$ cat src/rtl/if_id_decode_if.sv
// -----------------------------------------------------------------------------
// if_id_decode_if
// Bundles the two valid/ready channels of the IF/ID stage:
//   fetch side   : in_valid, in_ready, instr_in, pc_in
//   execute side : out_valid, out_ready, pc_out and the decoded instruction
//                  fields (opcode, rs, rt, rd, shamt, funct, imm16, is_rtype)
// Modports:
//   slave  - the IF/ID stage itself (accepts fetch words, presents fields)
//   master - the surrounding pipeline (fetch drives, execute consumes)
// -----------------------------------------------------------------------------
interface if_id_decode_if #(
    parameter int PC_W = 32
);
    logic            in_valid;
    logic            in_ready;
    logic [31:0]     instr_in;
    logic [PC_W-1:0] pc_in;

    logic            out_valid;
    logic            out_ready;
    logic [PC_W-1:0] pc_out;
    logic [5:0]      opcode;
    logic [4:0]      rs;
    logic [4:0]      rt;
    logic [4:0]      rd;
    logic [4:0]      shamt;
    logic [5:0]      funct;
    logic [15:0]     imm16;
    logic            is_rtype;

    modport slave (
        input  in_valid, instr_in, pc_in, out_ready,
        output in_ready, out_valid, pc_out, opcode, rs, rt, rd, shamt, funct,
               imm16, is_rtype
    );

    modport master (
        output in_valid, instr_in, pc_in, out_ready,
        input  in_ready, out_valid, pc_out, opcode, rs, rt, rd, shamt, funct,
               imm16, is_rtype
    );
endinterface

$ cat src/rtl/if_id_decode.sv
// -----------------------------------------------------------------------------
// if_id_decode
// IF/ID pipeline stage. Buffers fetched instructions in a 2-entry skid buffer
// (head + skid) and presents the head entry split into its MIPS-style fields.
// in_ready and out_valid are decoded from the state register only, so there is
// no combinational path from out_ready to in_ready.
//
// Ports:
//   clk       in   rising-edge clock
//   rst_n     in   asynchronous active-low reset
//   flush     in   synchronous discard of all buffered instructions
//   bus       if_id_decode_if.slave (fetch and execute handshakes, fields)
//   perf_cnt  out  32-bit count of pops (only with DECODE_PERF_CNT_EN)
//
// Parameters:
//   PC_W       width of the PC carried with each instruction
//   NOP_INSTR  word loaded into both entries on reset and flush
//
// Configuration macro:
//   DECODE_PERF_CNT_EN  adds the perf_cnt port and its counter
// -----------------------------------------------------------------------------
module if_id_decode #(
    parameter int          PC_W      = 32,
    parameter logic [31:0] NOP_INSTR = 32'h0
) (
    input  logic          clk,
    input  logic          rst_n,
    input  logic          flush,
    if_id_decode_if.slave bus
`ifdef DECODE_PERF_CNT_EN
    ,
    output logic [31:0]   perf_cnt
`endif
);

    // State encodes the number of buffered entries.
    typedef enum logic [1:0] {
        EMPTY = 2'd0,
        ONE   = 2'd1,
        FULL  = 2'd2
    } state_e;

    state_e          state_q, state_d;
    logic [31:0]     head_q, skid_q;
    logic [PC_W-1:0] head_pc_q, skid_pc_q;

    logic push, pop;
    logic load_head_in, load_head_skid, load_skid;

    assign bus.in_ready  = (state_q != FULL);
    assign bus.out_valid = (state_q != EMPTY);

    assign push = bus.in_valid  & bus.in_ready;
    assign pop  = bus.out_valid & bus.out_ready;

    // NOTE: every signal written here gets a default first so no latch is inferred.
    always_comb begin
        state_d        = state_q;
        load_head_in   = 1'b0;
        load_head_skid = 1'b0;
        load_skid      = 1'b0;
        if (flush) begin
            state_d = EMPTY;
        end else begin
            unique case (state_q)
                EMPTY: begin
                    if (push) begin
                        load_head_in = 1'b1;
                        state_d      = ONE;
                    end
                end
                ONE: begin
                    if (push && !pop) begin
                        load_skid = 1'b1;
                        state_d   = FULL;
                    end else if (pop && !push) begin
                        state_d = EMPTY;
                    end else if (push && pop) begin
                        // Head leaves and the new word replaces it in place.
                        load_head_in = 1'b1;
                    end
                end
                FULL: begin
                    // in_ready is low here, so only a pop can happen.
                    if (pop) begin
                        load_head_skid = 1'b1;
                        state_d        = ONE;
                    end
                end
                default: state_d = EMPTY;
            endcase
        end
    end

    // NOTE: state registers use non-blocking assignments so every flop samples
    // the pre-edge value of its neighbours.
    always_ff @(posedge clk or negedge rst_n) begin
        if (!rst_n) state_q <= EMPTY;
        else        state_q <= state_d;
    end

    // NOTE: the data entries are reset too, because the field outputs are
    // visible (as the NOP decode) even while out_valid is low.
    always_ff @(posedge clk or negedge rst_n) begin
        if (!rst_n) begin
            head_q    <= NOP_INSTR;
            skid_q    <= NOP_INSTR;
            head_pc_q <= '0;
            skid_pc_q <= '0;
        end else if (flush) begin
            head_q    <= NOP_INSTR;
            skid_q    <= NOP_INSTR;
            head_pc_q <= '0;
            skid_pc_q <= '0;
        end else begin
            if (load_head_in) begin
                head_q    <= bus.instr_in;
                head_pc_q <= bus.pc_in;
            end else if (load_head_skid) begin
                head_q    <= skid_q;
                head_pc_q <= skid_pc_q;
            end
            if (load_skid) begin
                skid_q    <= bus.instr_in;
                skid_pc_q <= bus.pc_in;
            end
        end
    end

    // Field outputs are plain slices of the head entry.
    assign bus.pc_out   = head_pc_q;
    assign bus.opcode   = head_q[31:26];
    assign bus.rs       = head_q[25:21];
    assign bus.rt       = head_q[20:16];
    assign bus.rd       = head_q[15:11];
    assign bus.shamt    = head_q[10:6];
    assign bus.funct    = head_q[5:0];
    assign bus.imm16    = head_q[15:0];
    assign bus.is_rtype = (head_q[31:26] == 6'b0);

`ifdef DECODE_PERF_CNT_EN
    logic [31:0] perf_cnt_q;

    // Pops in a flush cycle are not counted; only rst_n clears the counter.
    always_ff @(posedge clk or negedge rst_n) begin
        if (!rst_n)            perf_cnt_q <= '0;
        else if (pop && !flush) perf_cnt_q <= perf_cnt_q + 32'd1;
    end

    assign perf_cnt = perf_cnt_q;
`endif

endmodule
$ cat src/flat_wrapper.sv
// flat-port wrapper written by rule: the top's interface ports become plain ports
module if_id_decode_flat 
#(
    parameter int          PC_W      = 32,
    parameter logic [31:0] NOP_INSTR = 32'h0
)
  (clk, rst_n, flush, bus_in_valid, bus_instr_in, bus_pc_in, bus_out_ready, bus_in_ready, bus_out_valid, bus_pc_out, bus_opcode, bus_rs, bus_rt, bus_rd, bus_shamt, bus_funct, bus_imm16, bus_is_rtype);
  if_id_decode_if #(.PC_W(PC_W)) bus_i ();
  input  logic clk;
  input  logic rst_n;
  input  logic flush;
  input wire logic [$bits(bus_i.in_valid)-1:0] bus_in_valid;
  input wire logic [$bits(bus_i.instr_in)-1:0] bus_instr_in;
  input wire logic [$bits(bus_i.pc_in)-1:0] bus_pc_in;
  input wire logic [$bits(bus_i.out_ready)-1:0] bus_out_ready;
  output wire logic [$bits(bus_i.in_ready)-1:0] bus_in_ready;
  output wire logic [$bits(bus_i.out_valid)-1:0] bus_out_valid;
  output wire logic [$bits(bus_i.pc_out)-1:0] bus_pc_out;
  output wire logic [$bits(bus_i.opcode)-1:0] bus_opcode;
  output wire logic [$bits(bus_i.rs)-1:0] bus_rs;
  output wire logic [$bits(bus_i.rt)-1:0] bus_rt;
  output wire logic [$bits(bus_i.rd)-1:0] bus_rd;
  output wire logic [$bits(bus_i.shamt)-1:0] bus_shamt;
  output wire logic [$bits(bus_i.funct)-1:0] bus_funct;
  output wire logic [$bits(bus_i.imm16)-1:0] bus_imm16;
  output wire logic [$bits(bus_i.is_rtype)-1:0] bus_is_rtype;
  assign bus_i.in_valid = bus_in_valid;
  assign bus_i.instr_in = bus_instr_in;
  assign bus_i.pc_in = bus_pc_in;
  assign bus_i.out_ready = bus_out_ready;
  assign bus_in_ready = bus_i.in_ready;
  assign bus_out_valid = bus_i.out_valid;
  assign bus_pc_out = bus_i.pc_out;
  assign bus_opcode = bus_i.opcode;
  assign bus_rs = bus_i.rs;
  assign bus_rt = bus_i.rt;
  assign bus_rd = bus_i.rd;
  assign bus_shamt = bus_i.shamt;
  assign bus_funct = bus_i.funct;
  assign bus_imm16 = bus_i.imm16;
  assign bus_is_rtype = bus_i.is_rtype;
  if_id_decode #(.PC_W(PC_W), .NOP_INSTR(NOP_INSTR)) u_core (.clk(clk), .rst_n(rst_n), .flush(flush), .bus(bus_i));
endmodule
$ cat config.mk
export PLATFORM = sky130hd
export DESIGN_NAME = if_id_decode_flat
export DESIGN_NICKNAME = d
export VERILOG_FILES = /design/src/rtl/if_id_decode_if.sv /design/src/rtl/if_id_decode.sv /design/src/flat_wrapper.sv
export SDC_FILE = /design/constraint.sdc
export NUM_CORES = 1
export LEC_CHECK = 0
export ABC_AREA = 1
export CORE_MARGIN = 1.5
export CORE_UTILIZATION = 50
export DETAILED_ROUTE_END_ITERATION = 12
export HOLD_SLACK_MARGIN = 0.15
export PLACE_DENSITY = 0.81
export SLEW_MARGIN = 15
export SYNTH_ARGS = -nofsm -noshare
export SYNTH_HDL_FRONTEND = slang
export SYNTH_SLANG_ARGS = --single-unit
$ cat constraint.sdc
create_clock -name clk -period 2 [get_ports clk]
set_input_delay 0.5 -clock clk [delete_from_list [all_inputs] [get_ports clk]]
set_output_delay 0.5 -clock clk [all_outputs]
set_load 0.02 [all_outputs]
# Yosys cells after proc, flatten, opt, wreduce, memory -nomap -nowiden
# Index checks and enable logic that the tools add are counted.
[word_totals] regBits=130 input_bits=69 output_inout_bits=83 elab_cells=52
[classes] eq_ne=6 mux=28 bitwise_logic=2 n_reduce_logical=11
[op_table] op="32-bit 2-to-1 mux" count=10
[op_table] op="1-bit 2-to-1 mux" count=11
[op_table] op="2-bit 2-to-1 mux" count=5
[op_table] op="6-bit logical NOT" count=1
[op_table] op="3-bit by 2-bit != test with 1-bit output (second input constant)" count=2
[op_table] op="2-bit one-hot mux with 3 select lines" count=1
[op_table] op="4-bit by 2-bit != test with 1-bit output (second input constant)" count=1
[op_table] op="2-bit nonzero test" count=2
[op_table] op="1-bit logical AND" count=3
[op_table] op="3-bit AND reduction" count=1
[op_table] op="3-bit nonzero test" count=1
[op_table] op="1-bit bitwise AND" count=2
[op_table] op="2-bit by 1-bit equality test with 1-bit output (second input constant)" count=1
[op_table] op="2-bit equality test (second input constant)" count=1
[op_table] op="1-bit logical NOT" count=2
[op_table] op="2-bit logical NOT" count=1
[op_table] op="2-bit != test (second input constant)" count=1
[op_table] op="1-bit one-hot mux with 2 select lines" count=1

# Logic depth before layout (Yosys ltp)
# Gate-level depths: netlist of run 1.
[logic_depth] word_depth=10 depth_mapped=11 mapped_depth_nobuf=10

# Worst setup path before layout of run 1
# OpenSTA, ideal clock, no wires.
[synth_timing] path_kind="input port to flip-flop" from="in bus_out_ready" to="reg u_core.head_q[0]" setup_ns=0.065 arrival_ns=1.629 t_required_ns=1.935 path_slack_ns=0.306 stages=10 n_path_buf=2 path_cell_list="inv_1 -> nor2_1 -> ha_1 -> nand3_2 -> nand2_2 -> nor2_4 -> buf_6 -> buf_4 -> nand2_1 -> nand2_1"
[synth_between] elab_chain_cells=9 word_cells_on_any_way=16 classes_between="mux (10); bitwise (1); reduce/logical (5)"
[synth_lines] element="from (decl)" line_no="flat_wrapper.sv:15" text="input wire logic [$bits(bus_i.out_ready)-1:0] bus_out_ready;"
[synth_lines] element="1-bit bitwise AND *" line_no="if_id_decode.sv:54" text="assign pop = bus.out_valid & bus.out_ready;"
[synth_lines] element="1-bit logical AND" line_no="if_id_decode.sv:78" text="end else if (push && pop) begin"
[synth_lines] element="1-bit 2-to-1 mux" line_no="if_id_decode.sv:78"
[synth_lines] element="1-bit 2-to-1 mux" line_no="if_id_decode.sv:76" text="end else if (pop && !push) begin"
[synth_lines] element="1-bit 2-to-1 mux" line_no="if_id_decode.sv:73" text="if (push && !pop) begin"
[synth_lines] element="1-bit one-hot mux with 2 select lines" line_no="if_id_decode.sv:65" text="unique case (state_q)"
[synth_lines] element="1-bit 2-to-1 mux" line_no="if_id_decode.sv:62" text="if (flush) begin"
[synth_lines] element="32-bit 2-to-1 mux" line_no="if_id_decode.sv:116" text="if (load_head_in) begin"
[synth_lines] element="32-bit 2-to-1 mux" line_no="if_id_decode.sv:110" text="end else if (flush) begin"
[synth_lines] element="to (signal assigned)" line_no="if_id_decode.sv:117" text="head_q <= bus.instr_in;"
[synth_lines] element="to (signal assigned)" line_no="if_id_decode.sv:120" text="head_q <= skid_q;"
[synth_lines] element="to (decl)" line_no="if_id_decode.sv:44" text="logic [31:0] head_q, skid_q;"
# Mark *: on every way between the ends. The rest lies on a longest branch, timed or not.
# A chain may end at the register's enable or synchronous reset.

# Final worst setup path of run 1
[layout_timing] from="reg u_core.head_q[27]" to="out bus_is_rtype"
[layout_between] elab_chain_cells=1
[layout_lines] element="6-bit logical NOT" line_no="if_id_decode.sv:139" text="assign bus.is_rtype = (head_q[31:26] == 6'b0);"
[layout_lines] element="to (decl)" line_no="flat_wrapper.sv:26" text="output wire logic [$bits(bus_i.is_rtype)-1:0] bus_is_rtype;"
# Every way passes these cells.

==> results.md, run 1 <==
* Run status: finished, final reports clean
* Bufs on Longest Clock Path at 2
* Num CTS Buffers at 17
* DRC at 0
* Final HPWL DP at 10.6 mm
* Core area at about 12,000 µm²
* First-pass GRT wire length at between 20 and 30 mm
* RSZ-0062 raised after global routing: no
* CP max stage cell: dfrtp_1
* Crit share post-route at 98.5%
* Routed length per instance at ~15 µm
* Area Growth Syn to Fin at 39.3%
* Worst slew pin tran at roughly 0.42 ns
* Final setup skew at 0.0100 ns
* Critical Path Max Stage Delay at around 0.41 ns
* Avg Cell Area, Syn at approximately 8 µm²
* Crit start category: flip-flop
* Crit Path Class: reg2out
* Critical path arrival at between 1 and 1.5 ns
* Maximum fanout along the worst path at 3
* Fill count at 908
* Hold WS at about 0.48 ns
* Yosys reg bits at 130
* Worst-path clk slew at approximately 0.050 ns
* Sequential share of the synthesized area at 53.5%
* Vias at between 5,000 and 6,000
* Htree depth at 4
* Commonest non-fill, non-tap cell in the layout: nand2_1
* CP endpoint kind: output pin
* Drt pass-1 iters at 5
* GP Congestion at around 0.79
* Post-route cell area at around 8500 µm²
* Synth Net Count at 810
* Initial antenna violation count at 0
* Post-synthesis cell type count at 22
* Syn Inst Count at 740
* Top Ports at roughly 150
* Core Rows at 40
* CTS tree: done
* Initial Util at about half
* CP Buf/Inv Count at 1
* Overflow after GRT at 0
* Pwr/cell area at 961 nW/µm²
* Final Power at 0.00814 W
* Final hold vios at 0
* CP delay by family, top: flip-flops
* Pin count of the biggest net entering global routing at 45
* Drt via density at 5.26
* Fmax at ~500 MHz
* Port Buf Inserts at 151
* LEAKAGE at ~4.4 nW
* Clock Sinks at 130
* Worst-Skew Late Latency at approximately 0.4 ns
* Vias in the first global route at 5,415
* Max-cap violations at 0
* Die Width at 113 µm
* Routed wire length at between 15 and 20 mm
* ANT cells at 0
* Final setup viols at 0
* Die Area at about 13,000 µm²
* CP required at approximately 1.5 ns
* Detail Route Antenna Nets at 0
* Root Buffer: clkbuf_16
* Minimum clock period at a little under 2 ns
* Rel. slew slack at approximately 72%
* Starting DRT DRC Count at between 300 and 400
* Slew Limit Fails at 0
* Crit path cell chain: nor2_1, and3_1, clkdlybuf4s15_1
* Hold WC Path Type: reg2reg
* Mapped Area at a little over 6000 µm²
* Layout Nets at approximately 960
* Post-CTS Setup Bufs at 0
* Max VDD drop at approximately 0.39 mV
* Fin Setup TNS at 0 ns
* Global-route usage over all layers at about 26%
* Share of cells above drive strength 1 at under 10%
* Post-DP Area at around 7900 µm²
* Most frequent cells in the layout: nand2_1, clkdlybuf4s50_1, inv_1, dfrtp_1, nand3_1
* Ys Warns at 0
* Die Y at approximately 110 µm
worst paths after layout:
| check | start | end | slack, ns | depth (start not counted) |
|---|---|---|---|---|
| min in group asynchronous | rst_n | u_core.head_q[21] | 0.58 | 2 |
| max | u_core.head_q[27] | bus_is_rtype | 0.03 | 3 |
| max reg2reg | u_core.state_q[0] | u_core.bus.pc_out[0] | 0.15 | 9 |
| min reg2reg | u_core.head_q[17] | u_core.head_q[17] | 0.48 | 2 |
| max in group asynchronous | rst_n | u_core.bus.pc_out[5] | 0.80 | 3 |
| min | u_core.head_q[17] | u_core.head_q[17] | 0.48 | 2 |
power by group:
group / total, W / internal [W] / leakage (nW) / switching, W
logic: 0.00200 / 0.000894 / 2.34 / 0.00111
registers: 0.00303 / 0.00287 / 1.77 / 0.000160
clock network: 0.00310 / 0.00203 / 0.289 / 0.00107
cells by family (layout without fill, tap and decap cells):
group | count (synthesis) | after routing | share of synthesized area (%)
compound gates | 67 | 67 | 6.96
fa+ha+maj | 1 | 1 | 0.206
buf+inv | 198 | 356 | 14.7
flops | 130 | 130 | 53.5
simple gates | 344 | 344 | 24.7
tightest hold or removal path, stage by stage (launching register included):
cell     delay (ns)
dfrtp_1        0.34
nand2_1        0.05
nand2_1        0.05
layer usage:
metal / wire length (µm) / share of wire, % / global-route usage (%)
met5: 0 / 0 / 0
met1: 7010 / 44 / 34.7
met2: 7830 / 49 / 42.9
met4: 144 / 0.91 / 6.92
met3: 911 / 5.7 / 6.32
layout make-up:
type,count,area [µm²],area share [%]
clock buffers,23,478,5.64
clock inverters,6,105,1.24
inverters,137,514,6.07
multi-input cells,412,1950,23.0
flip-flops and latches,130,3250,38.4
well taps,147,184,2.17
repair buffers,190,1990,23.5
cell usage after synthesis (all sizes together):
| cell | number | area (µm²) |
|---|---|---|
| nand2 | 200 | 756 |
| o22ai | 64 | 400 |
| and3 | 1 | 6.26 |
| inv | 137 | 514 |
| nand4 | 3 | 18.8 |
| a31o | 1 | 8.76 |
| buf | 48 | 328 |
| dfrtp | 130 | 3250 |
| nor2 | 10 | 63.8 |
| o21ai | 2 | 13.8 |
| clkbuf | 13 | 48.8 |
| nor3 | 1 | 5.00 |
| ha | 1 | 12.5 |
| nand3 | 129 | 651 |
repair_timing:
item	4_1_cts	5_1_grt
hold buffers	1	0
endpoints found under the hold margin	39	0
gates resized for setup	4	7
pin swaps	0	0
endpoints found under the setup margin	3	66
per-stage QoR:
| stage | setup WS [ns] | util (%) | instances |
|---|---|---|---|
| after CTS | 0.00230 | 70.9 | 1045 |
| after global routing | 0.000712 | 71.1 | 1045 |
| after floorplan | 0.306 | - | 740 |
| after detailed placement | -0.295 | 65.9 | 1015 |
| final | 0.0309 | 71.1 | 1045 |
| after global placement | -0.219 | 65.9 | 1015 |
sequential cells by signal, indices dropped and copies added (netlist names):
name               cells
u_core.bus.pc_out     32
u_core.head_q         32
u_core.skid_pc_q      32
u_core.skid_q         32
u_core.state_q         2
No activity file was read; power rests on OpenSTA's default activity.
==> run 2: changes to the inputs <==
--- a/config.mk
+++ b/config.mk
@@ -7,10 +7,10 @@
 export LEC_CHECK = 0
 export ABC_AREA = 1
 export CORE_MARGIN = 1.5
-export CORE_UTILIZATION = 50
+export CORE_UTILIZATION = 45
 export DETAILED_ROUTE_END_ITERATION = 12
 export HOLD_SLACK_MARGIN = 0.15
-export PLACE_DENSITY = 0.81
+export PLACE_DENSITY = 0.74
 export SLEW_MARGIN = 15
 export SYNTH_ARGS = -nofsm -noshare
 export SYNTH_HDL_FRONTEND = slang
==> results.md, run 2 (synthesis results as in run 1) <==
* Run status: finished, final reports clean
* Die Y at 119 µm
* Final setup viols at 0
* RSZ-0062 raised after global routing: no
* Initial Util at between 40% and 50%
* DRC at 0
* CP max stage cell: clkdlybuf4s50_1
* Initial antenna violation count at 0
* Commonest non-fill, non-tap cell in the layout: nand2_1
* Worst slew pin tran at between 0.4 and 0.5 ns
* Die Width at 119 µm
* Critical path arrival at 1.45 ns
* Routed length per instance at approximately 15 µm
* Pwr/cell area at 986 nW/µm²
* Drt pass-1 iters at 4
* CP required at approximately 1.5 ns
* Root Buffer: clkbuf_16
* First-pass GRT wire length at about 27 mm
* Global-route usage over all layers at between 20% and 30%
* Routed wire length at ~16 mm
* Hold WS at around 0.47 ns
* GP Congestion at ~0.76
* Worst Setup SP: u_core.head_q[11]
* CTS tree: done
* Post-Place Worst Slack at -0.264 ns
* Max VDD drop at around 0.48 mV
* Worst-path clk slew at ~0.06 ns
* Die Area at roughly 14,000 µm²
* Hold_sp: u_core.head_q[22]
* Rel. slew slack at 69.4%
* Overflow after GRT at 0
* Crit start category: flip-flop
* Slew Limit Fails at 0
* Pin count of the biggest net entering global routing at 64
* Maximum fanout along the worst path at 3
* Crit Path Class: reg2out
* Starting DRT DRC Count at ~360
* Layout Nets at 957
* Core Rows at between 40 and 50
* Clock Sinks at 130
* Area Growth Syn to Fin at 41.4%
* Port Buf Inserts at roughly 150
* Fmax at roughly 510 MHz
* Final Power at roughly 0.0085 W
* Drt via density at roughly 5
* Vias at 5,425
* Most frequent cells in the layout: nand2_1, clkdlybuf4s50_1, inv_1, dfrtp_1, nand3_1
* LEAKAGE at about 4.4 nW
* CP Buf/Inv Count at 1
* Critical Path Max Stage Delay at 0.63 ns
* Detail Route Antenna Nets at 0
* Final HPWL DP at 10.0 mm
* CP delay by family, top: buffers and inverters
* Share of cells above drive strength 1 at under 10%
* Num CTS Buffers at 17
* Vias in the first global route at roughly 5,400
* Top Ports at 152
* Crit share post-route at 97.7%
* Final hold vios at 0
* Slack of the critical path at around 0.047 ns
* Final setup skew at 0.00697 ns
* Max-cap violations at 0
* Core area at 13,200 µm²
* Origin of the critical flop-to-flop path: u_core.state_q[0]
* Hold WC Path Type: reg2reg
* Minimum clock period at between 1.5 and 2 ns
* CP endpoint kind: output pin
* Crit path cell chain: clkdlybuf4s50_1
* Util after Layout at about two thirds
* Htree depth at 4
* Worst-Skew Late Latency at 0.42 ns
* Bufs on Longest Clock Path at 2
* ANT cells at 0
run 2: cell types whose count changed in the layout (fill, tap and decap cells not counted), moves of 2 or more:
cell           previous run  this run
dlygate4sd2_1             2         4
clkinvlp_4                0         2
clkbuf_8                  3         7
clkbuf_1                  3         0
buf_12                   13        16
buf_8                     2         0
run 2: layout make-up:
type / count / area [µm²]
tap: 176 / 220
multi-input combinational: 412 / 1950
clock inverter: 8 / 145
clock buffer: 24 / 522
inverter: 137 / 514
sequential: 130 / 3250
fill: 1053 / 4590
timing repair buffer: 189 / 2000
run 2: worst paths after layout:
check                           depth (start not counted)  slack, ns                    end
worst max register to register                         10       0.17  u_core.bus.pc_out[12]
max in group asynchronous                               3       0.87  u_core.bus.pc_out[20]
worst max-delay path                                    1       0.05              bus_rd[0]
worst min register to register                          2       0.47      u_core.head_q[22]
worst min-delay path                                    2       0.47      u_core.head_q[22]
min in group asynchronous                               2       0.58      u_core.skid_q[23]
run 2: metrics by stage:
step,setup TNS [ns],cells,cell area (µm²)
final,0,1076,8600
after global routing,0,1076,8600
after CTS,0,1075,8590
after detailed placement,-13.67,1042,7910
after global placement,-10.27,1042,7910
after floorplan,0,740,6080
run 2: per-layer routing:
layer | routed length (µm) | GRT usage, % | share of wire [%] | vias up
li1 | - | - | - | 2619
met1 | 7120 | 31.4 | 45 | 2562
met2 | 7490 | 38.3 | 47 | 222
met3 | 921 | 4.84 | 5.8 | 22
met4 | 287 | 8.89 | 1.8 | 0
met5 | 0 | 0 | 0 | -
run 2: what timing repair did:
action | in CTS | in global routing
setup endpoints to repair | 4 | 1
endpoints found under the hold margin | 42 | 0
buffers inserted | 0 | 1
resized for setup | 4 | 1
hold buffers | 1 | 0
run 2: worst reg2reg max path: stages (launching register included):
cell	delay [ns]
dfrtp_1	0.46
nor2_2	0.19
nor2_1	0.06
ha_1	0.21
nand3_2	0.10
nand2_2	0.10
nor2_4	0.21
nor2_8	0.07
buf_12	0.16
nand3_1	0.11
nand2_1	0.06
run 2: power breakdown:
group | total (W) | switching [W] | internal (W)
Clock | 0.00344 | 0.00113 | 0.00231
Combinational | 0.00201 | 0.00110 | 0.000904
Sequential | 0.00303 | 0.000156 | 0.00287
Total | 0.00848 | 0.00239 | 0.00609
